--- src/rtl/alu_acc_pkg.sv ---
// rtl/alu_acc_pkg.sv - shared widths, opcodes and FSM state type for the accumulator ALU
package alu_acc_pkg;

  localparam int DATA_W = 4;
  localparam int OP_W   = 2;

  typedef logic [DATA_W-1:0] data_t;

  typedef enum logic [OP_W-1:0] {
    OP_ADD  = 2'b00,
    OP_AND  = 2'b01,
    OP_LOAD = 2'b10,
    OP_CLR  = 2'b11
  } op_e;

  typedef enum logic [1:0] {
    IDLE = 2'b00,
    EXEC = 2'b01,
    RESP = 2'b10
  } state_e;

  function automatic logic is_zero(input data_t v);
    return (v == '0);
  endfunction

endpackage

--- src/rtl/alu_acc_if.sv ---
// rtl/alu_acc_if.sv - command/result handshake bundle; master drives commands, slave is the controller
interface alu_acc_if;
  import alu_acc_pkg::*;

  logic              in_valid;
  logic              in_ready;
  logic [OP_W-1:0]   in_op;
  logic [DATA_W-1:0] in_b;
  logic              out_valid;
  logic              out_ready;
  logic [DATA_W-1:0] out_result;
  logic              out_zero;
  logic              out_carry;

  modport master (
    output in_valid, in_op, in_b, out_ready,
    input  in_ready, out_valid, out_result, out_zero, out_carry
  );

  modport slave (
    input  in_valid, in_op, in_b, out_ready,
    output in_ready, out_valid, out_result, out_zero, out_carry
  );

endinterface

--- src/rtl/alu4_exec.sv ---
// rtl/alu4_exec.sv - combinational 4-bit accumulator datapath
// ALU_ACC_CARRY_EN: when defined, ADD reports its carry-out; otherwise carry is tied low.
module alu4_exec
  import alu_acc_pkg::*;
(
  input  data_t acc,
  input  data_t b,
  input  op_e   op,
  output data_t next_acc,
  output logic  carry
);

  data_t sum_lo;
  logic  carry_add;

`ifdef ALU_ACC_CARRY_EN
  logic [DATA_W:0] sum;
  assign sum       = {1'b0, acc} + {1'b0, b};
  assign sum_lo    = sum[DATA_W-1:0];
  assign carry_add = sum[DATA_W];
`else
  assign sum_lo    = acc + b;
  assign carry_add = 1'b0;
`endif

  // carry only survives an ADD; every other opcode clears it
  always_comb begin
    next_acc = acc;
    carry    = 1'b0;
    case (op)
      OP_ADD: begin
        next_acc = sum_lo;
        carry    = carry_add;
      end
      OP_AND:  next_acc = acc & b;
      OP_LOAD: next_acc = b;
      OP_CLR:  next_acc = '0;
      default: next_acc = acc;
    endcase
  end

endmodule

--- src/rtl/alu_acc_ctrl.sv ---
// rtl/alu_acc_ctrl.sv - IDLE/EXEC/RESP controller owning the accumulator and registered result
// ALU_ACC_CARRY_EN selects whether out_carry reflects the ADD carry-out (see alu4_exec).
module alu_acc_ctrl
  import alu_acc_pkg::*;
(
  input  logic     clk,
  input  logic     rst_n,
  alu_acc_if.slave bus
);

  state_e state;
  data_t  acc;
  data_t  b_q;
  op_e    op_q;
  data_t  next_acc;
  logic   carry;

  data_t  result_q;
  logic   zero_q;
  logic   carry_q;
  logic   in_ready_q;
  logic   out_valid_q;

  alu4_exec u_exec (
    .acc      (acc),
    .b        (b_q),
    .op       (op_q),
    .next_acc (next_acc),
    .carry    (carry)
  );

  // handshake outputs are registered alongside the state so they never glitch
  always_ff @(posedge clk) begin
    if (!rst_n) begin
      state       <= IDLE;
      acc         <= '0;
      b_q         <= '0;
      op_q        <= OP_ADD;
      result_q    <= '0;
      zero_q      <= 1'b1;
      carry_q     <= 1'b0;
      in_ready_q  <= 1'b1;
      out_valid_q <= 1'b0;
    end else begin
      case (state)
        IDLE: begin
          if (bus.in_valid && in_ready_q) begin
            op_q       <= op_e'(bus.in_op);
            b_q        <= bus.in_b;
            in_ready_q <= 1'b0;
            state      <= EXEC;
          end
        end
        EXEC: begin
          acc         <= next_acc;
          result_q    <= next_acc;
          zero_q      <= is_zero(next_acc);
          carry_q     <= carry;
          out_valid_q <= 1'b1;
          state       <= RESP;
        end
        RESP: begin
          if (bus.out_ready) begin
            out_valid_q <= 1'b0;
            in_ready_q  <= 1'b1;
            state       <= IDLE;
          end
        end
        default: begin
          out_valid_q <= 1'b0;
          in_ready_q  <= 1'b1;
          state       <= IDLE;
        end
      endcase
    end
  end

  assign bus.in_ready   = in_ready_q;
  assign bus.out_valid  = out_valid_q;
  assign bus.out_result = result_q;
  assign bus.out_zero   = zero_q;
  assign bus.out_carry  = carry_q;

endmodule

--- src/flat_wrapper.sv ---
// flat-port wrapper written by rule: the top's interface ports become plain ports
module alu_acc_ctrl_flat import alu_acc_pkg::*;
  (clk, rst_n, bus_in_valid, bus_in_op, bus_in_b, bus_out_ready, bus_in_ready, bus_out_valid, bus_out_result, bus_out_zero, bus_out_carry);
  alu_acc_if bus_i ();
  input  logic clk;
  input  logic rst_n;
  input wire logic [$bits(bus_i.in_valid)-1:0] bus_in_valid;
  input wire logic [$bits(bus_i.in_op)-1:0] bus_in_op;
  input wire logic [$bits(bus_i.in_b)-1:0] bus_in_b;
  input wire logic [$bits(bus_i.out_ready)-1:0] bus_out_ready;
  output wire logic [$bits(bus_i.in_ready)-1:0] bus_in_ready;
  output wire logic [$bits(bus_i.out_valid)-1:0] bus_out_valid;
  output wire logic [$bits(bus_i.out_result)-1:0] bus_out_result;
  output wire logic [$bits(bus_i.out_zero)-1:0] bus_out_zero;
  output wire logic [$bits(bus_i.out_carry)-1:0] bus_out_carry;
  assign bus_i.in_valid = bus_in_valid;
  assign bus_i.in_op = bus_in_op;
  assign bus_i.in_b = bus_in_b;
  assign bus_i.out_ready = bus_out_ready;
  assign bus_in_ready = bus_i.in_ready;
  assign bus_out_valid = bus_i.out_valid;
  assign bus_out_result = bus_i.out_result;
  assign bus_out_zero = bus_i.out_zero;
  assign bus_out_carry = bus_i.out_carry;
  alu_acc_ctrl u_core (.clk(clk), .rst_n(rst_n), .bus(bus_i));
endmodule
--- config.mk ---
export PLATFORM = sky130hd
export DESIGN_NAME = alu_acc_ctrl_flat
export DESIGN_NICKNAME = d
export VERILOG_FILES = /design/src/rtl/alu_acc_pkg.sv /design/src/rtl/alu_acc_if.sv /design/src/rtl/alu4_exec.sv /design/src/rtl/alu_acc_ctrl.sv /design/src/flat_wrapper.sv
export SDC_FILE = /design/constraint.sdc
export NUM_CORES = 1
export LEC_CHECK = 0
export BUFFER_PORTS_ARGS = -buffer_cell sky130_fd_sc_hd__clkbuf_2
export CAP_MARGIN = 5
export CORE_MARGIN = 3
export CORE_UTILIZATION = 51
export DETAILED_ROUTE_END_ITERATION = 10
export HOLD_SLACK_MARGIN = 0.12
export PLACE_DENSITY = 0.75
export SYNTH_ARGS = -nofsm -noshare
export SYNTH_HDL_FRONTEND = slang
export SYNTH_SLANG_ARGS = --single-unit
--- constraint.sdc ---
create_clock -name clk -period 2 [get_ports clk]
set_input_delay 0.1 -clock clk [delete_from_list [all_inputs] [get_ports clk]]
set_output_delay 0.1 -clock clk [all_outputs]
set_load 0.02 [all_outputs]
==> results.py, run 1 <==
metrics = {
    "route": {
        "route.detailed.drc": 0,
        "post_drt_wl_per_cell_um": 13.4,
        "drtPass1Iterations": 4,
        "viasPerCell": 5.29,
        "ant_nets": 0,
        "wirelength_um": 1640,
        "num_vias": 651,
        "drt_iter0_drc": 11,
    },
    "final_layout": {
        "drive_gt1_share_pct": 23.1,
        "fin_util_pct": 69.9,
        "diodes": 0,
        "areaGrowthSynthToFinish_pct": 22.3,
        "finalNetCount": 124,
    },
    "logic_synthesis": {
        "synth_seq_cells": 15,
        "synthArstFlopShare_pct": 0,
        "yosysSeqAreaShare_pct": 38.0,
        "synth_edf_count": 0,
        "yosysWarningCount": 0,
        "synth_top_area_cell": "dfxtp_1",
        "syn_avg_cell_area_um2": 9.40,
        "synth_area_um2": 790,
        "syn_nets": 99,
        "synthDistinctLibCells": 34,
        "synth_top_cell_area_share_pct": 38.0,
        "yosysMostFrequentCell": "dfxtp_1",
        "ys.flop_type": "dfxtp_1",
        "synth_area_leaders": "dfxtp_1 38%, nor2b_1 7.1%, ha_1 6.3%, mux2i_1 5.1%, a21oi_1 3.8%",
        "synth_common_cells": "15 x dfxtp_1, 9 x nor2b_1, 7 x nand2_1",
        "netlist_instances": 84,
    },
    "clock_network": {
        "cts_root_buffer": "clkbuf_4",
        "clkSinkCount": 15,
        "htree_levels": 1,
        "clk_latency_ns": 0.28,
        "cts.clk_slew.worst_paths_ns": 0.09,
        "cts_buffer_depth": 2,
        "cts_buffers": 3,
        "tritoncts": "yes",
    },
    "floorplan": {
        "core.rowCount": 13,
        "core-area_um2": 1380,
        "die_w_um": 45.3,
        "die_h_um": 45.3,
        "die_area_um2": 2060,
        "pin_count": 18,
        "initial_core_util_pct": 57.1,
    },
    "timing": {
        "fmax_mhz": 533,
        "setup_violations": 0,
        "period_share_pct": 93.8,
        "min_period_ns": 1.88,
        "skew_ns": 0.00527,
        "final.setup.worst_slack_ns": 0.124,
        "drv_slew": 0,
        "final.setup.tns_ns": 0,
        "rsz0062_at_grt": "no",
        "finalHoldViolCount": 0,
    },
    "pwr": {
        "clock_power_share_pct": 25.0,
        "ir_worst_vdd_mv": 0.477,
        "p_switching_uw": 200,
        "pwr-share-seq_pct": 51.1,
        "p_int_uw": 474,
        "p_leak_uw": 0.000435,
        "power_density_nw_per_um2": 697,
        "p_comb_share_pct": 23.9,
        "power_switching_share_pct": 29.7,
    },
    "setup_path": {
        "max_stage_delay_ns": 0.38,
        "critPathMaxFanout": 3,
        "critical_path.cell_chain": "ha_1, inv_1, fa_1, xnor2_1, a221oi_2, nand4_1, o311ai_2",
        "worst_ep_required_time_ns": 2.20,
        "crit_buf_inv": 1,
        "slowest_stage": "dfxtp_1",
        "endpoint_kind": "flip-flop",
        "reg2regPathDepth": 7,
        "arrival_ns": 2.07,
        "crit_type": "flip-flop to flip-flop",
        "r2r_slack_ns": 0.12,
        "crit_cells": 7,
        "start_kind": "flip-flop",
        "critPathTopFamily": "adder cells",
    },
    "outcome": {
        "status": "finished clean",
    },
    "min_path": {
        "min_path_cells": 2,
        "worst_hold_path_type": "input port to flip-flop",
    },
    "grt": {
        "grt_pass1_wl_um": 2980,
        "grt-ovfl-total": 0,
        "gr-usage-all-layers_pct": 19.9,
        "grt_max_degree": 16,
        "grt_pass1_vias": 675,
        "antenna_found_initial": 0,
    },
    "placed_design": {
        "dpl_worst_slack_ns": 0.141,
        "place_congestion": 0.787,
        "portBuffers": 16,
        "dp_hpwl_um": 1230,
    },
    "run": {
        "maxCapViolCount": 0,
    },
}
flip-flops by register name, summed over array words and instances (netlist names):
signal                 count
u_core.b_q                 4
u_core.bus.out_result      4
u_core.op_q                2
u_core.state               2
u_core.bus.out_valid       1
u_core.bus.in_ready        1
u_core.bus.out_zero        1
layer usage:
metal | vias up | GRT usage, % | routed length, µm
met4 | 0 | 5.26 | 0
li1 | 342 | - | -
met3 | 0 | 7.17 | 82
met2 | 17 | 31.1 | 762
met1 | 292 | 25.7 | 798
met5 | - | 0 | 0
worst register-to-register path, cell delays in order, from the launching register on:
cell and delay (ns):
dfxtp_1 0.38, ha_1 0.20, inv_1 0.06, fa_1 0.37, xnor2_1 0.15, a221oi_2 0.28
nand4_1 0.14, o311ai_2 0.21
layout make-up:
cell class / count / area [µm²]
Clock buffer: 4 / 26.3
Fill cell: 118 / 417
Inverter: 5 / 18.8
Multi-Input combinational cell: 61 / 454
Sequential cell: 15 / 300
Tap cell: 15 / 18.8
Timing Repair Buffer: 23 / 148
power by group through the flow:
| stage | clock, µW | combinational (µW) | sequential (µW) |
|---|---|---|---|
| after floorplan | 0 | 97.5 | 361 |
| after global placement | 0 | 148 | 350 |
| after detailed placement | 0 | 151 | 351 |
| after CTS | 177 | 161 | 344 |
| after global routing | 195 | 180 | 349 |
| final | 168 | 161 | 344 |
metrics by stage:
step | power, µW | std cells | instance area (µm²) | hold slack (ns)
floorplan | 458 | 84 | 790 | 0.228
global placement | 498 | 113 | 880 | 0.346
detailed placement | 502 | 113 | 880 | 0.358
CTS | 683 | 123 | 966 | 0.148
global route | 723 | 123 | 966 | 0.181
finish | 674 | 123 | 966 | 0.163
path summary, 6_finish.rpt:
kind,end,from
worst max-delay path,u_core.bus.out_zero$_SDFFE_PN1P_,u_core.b_q[0]$_SDFFE_PN0P_
worst min-delay path,u_core.bus.out_zero$_SDFFE_PN1P_,rst_n
worst max register to register,u_core.bus.out_zero$_SDFFE_PN1P_,u_core.b_q[0]$_SDFFE_PN0P_
worst min register to register,u_core.bus.out_zero$_SDFFE_PN1P_,u_core.bus.out_zero$_SDFFE_PN1P_
cells in the final DEF, fill, tap and decap left out, types with 2 or more instances in the layout:
| master | instances |
|---|---|
| clkbuf_2 | 16 |
| mux2i_1 | 4 |
| nand2_1 | 7 |
| nor2b_1 | 9 |
| dfxtp_1 | 15 |
| a21oi_1 | 6 |
| clkbuf_4 | 3 |
| nor2_1 | 5 |
| nand4_1 | 2 |
| ha_1 | 4 |
| dlygate4sd3_1 | 6 |
| inv_1 | 5 |
| nand2b_1 | 3 |
cell families (layout without fill, tap and decap cells):
logic type | count (synthesis) | after routing | share of synthesized area [%]
simple gates | 31 | 31 | 21.4
compound gates | 18 | 18 | 19.2
flops | 15 | 15 | 38.0
buf+inv | 8 | 32 | 4.44
fa+ha+maj | 5 | 5 | 8.88
mux | 5 | 5 | 6.50
other cells | 1 | 1 | 0.475
xor+xnor | 1 | 1 | 1.11
what timing repair did:
action | CTS | global route
resized for setup | 0 | 0
endpoints found under the hold margin | 6 | 0
hold buffers | 6 | 0
setup buffers | 0 | 0
(Power assumes the default switching activity.)
==> inputs of run 2 (changes only) <==
Settings changed: CORE_UTILIZATION 51 to 55, PLACE_DENSITY 0.75 to 0.8.
Clock period 2 ns to 2.25 ns, I/O delays scaled along.
==> results.py, run 2 (synthesis gave the netlist of run 1 again) <==
metrics = {
    "final_layout": {
        "nFillCells": 103,
        "diodes": 0,
        "final_common_cell": "clkbuf_2",
        "drive_gt1_share_pct": 24.8,
        "finalNetCount": 125,
        "areaGrowthSynthToFinish_pct": 23.5,
        "mostFrequentLayoutCells": "16 x clkbuf_2, 15 x dfxtp_1, 9 x nor2b_1",
    },
    "setup_path": {
        "r2r-start": "u_core.b_q[0]$_SDFFE_PN0P_",
        "start_kind": "flip-flop",
        "crit_type": "flip-flop to flip-flop",
        "critPathMaxFanout": 3,
        "arrival_ns": 2.09,
        "worst_ep_required_time_ns": 2.45,
        "endpoint_kind": "flip-flop",
        "cp-startpoint": "u_core.b_q[0]$_SDFFE_PN0P_",
    },
    "timing": {
        "fmax_mhz": 531,
        "setup_violations": 0,
        "finalHoldViolCount": 0,
        "period_share_pct": 83.8,
        "rsz0062_at_grt": "no",
        "min_period_ns": 1.88,
        "skew_ns": 0.00569,
        "drv_slew": 0,
        "final.setup.tns_ns": 0,
    },
    "clock_network": {
        "clk_latency_ns": 0.29,
        "cts_root_buffer": "clkbuf_4",
        "cts.clk_slew.worst_paths_ns": 0.09,
        "cts_buffer_depth": 2,
        "cts_buffers": 3,
        "htree_levels": 1,
        "tritoncts": "yes",
        "clkSinkCount": 15,
        "cts_setup_buffers": 0,
    },
    "route": {
        "ant_nets": 0,
        "drtPass1Iterations": 4,
        "num_vias": 682,
        "drt_iter0_drc": 22,
        "route.detailed.drc": 0,
        "wirelength_um": 1600,
        "post_drt_wl_per_cell_um": 12.9,
        "viasPerCell": 5.50,
    },
    "grt": {
        "antenna_found_initial": 0,
        "grt_pass1_wl_um": 2830,
        "grt_max_degree": 16,
        "grt-ovfl-total": 0,
        "grt_pass1_vias": 674,
        "gr-usage-all-layers_pct": 20.6,
    },
    "floorplan": {
        "core.rowCount": 13,
        "core-area_um2": 1320,
        "die_w_um": 43.9,
        "initial_core_util_pct": 59.9,
        "die_area_um2": 1930,
        "pin_count": 18,
        "die_h_um": 43.9,
    },
    "outcome": {
        "status": "finished clean",
    },
    "pwr": {
        "p_leak_uw": 0.000443,
        "power_uw": 607,
        "power_density_nw_per_um2": 623,
        "ir_worst_vdd_mv": 0.386,
    },
    "placed_design": {
        "portBuffers": 16,
        "place_congestion": 0.820,
        "dp_hpwl_um": 1130,
    },
    "min_path": {
        "worst_hold_path_type": "input port to flip-flop",
        "min-delay-start": "rst_n",
    },
    "run": {
        "maxCapViolCount": 0,
    },
}
[run 2: power by group]
group	total, µW	switching, µW	internal [µW]
clock	157	90.5	66.2
sequential	305	19.5	286
combinational	145	76.4	68.4
[run 2: per-stage QoR]
stage / worst slack, ns / cell area, µm² / cells / util [%] / hold slack (ns)
after floorplan: 0.378 / 790 / 84 / - / 0.241
after global placement: 0.460 / 887 / 114 / 67.3 / 0.360
after detailed placement: 0.405 / 887 / 114 / 67.3 / 0.368
after CTS: 0.380 / 975 / 124 / 74.0 / 0.157
after global routing: 0.151 / 975 / 124 / 74.0 / 0.193
final: 0.365 / 975 / 124 / 74.0 / 0.161
[run 2: worst paths after layout]
kind                                 endpoint  cells past startpoint  slack, ns
max          u_core.bus.out_zero$_SDFFE_PN1P_                      7       0.37
min          u_core.bus.in_ready$_SDFFE_PN1P_                      2       0.16
max reg2reg  u_core.bus.out_zero$_SDFFE_PN1P_                      7       0.37
min reg2reg  u_core.bus.out_zero$_SDFFE_PN1P_                      2       0.52
[run 2: cell type report]
cell class	instances	area (µm²)	area share, %
clock buffers	3	22.5	2.31
clock inverters	1	5.00	0.513
inverters	5	18.8	1.93
multi-input cells	61	454	46.6
flip-flops and latches	15	300	30.8
well taps	15	18.8	1.93
repair buffers	24	155	15.9
[run 2: routing by layer]
layer  GRT usage [%]  vias to the layer above  wire length (µm)
met5               0                        -                 0
met4            16.3                        0                56
met3            3.32                        7                82
met2            31.7                       19               748
met1            25.3                      308               710
li1                -                      348                 -
[run 2: repair_timing]
action | in CTS | in global routing
hold buffers | 6 | 0
endpoints found under the hold margin | 6 | 0
gates resized for setup | 0 | 0
[run 2: critical path, cell delays in order, from the launching register on]
cell and delay [ns]:
dfxtp_1 0.38, ha_1 0.20, inv_1 0.06, fa_1 0.37, xnor2_1 0.15, a221oi_2 0.27
nand4_1 0.14, o311ai_2 0.22
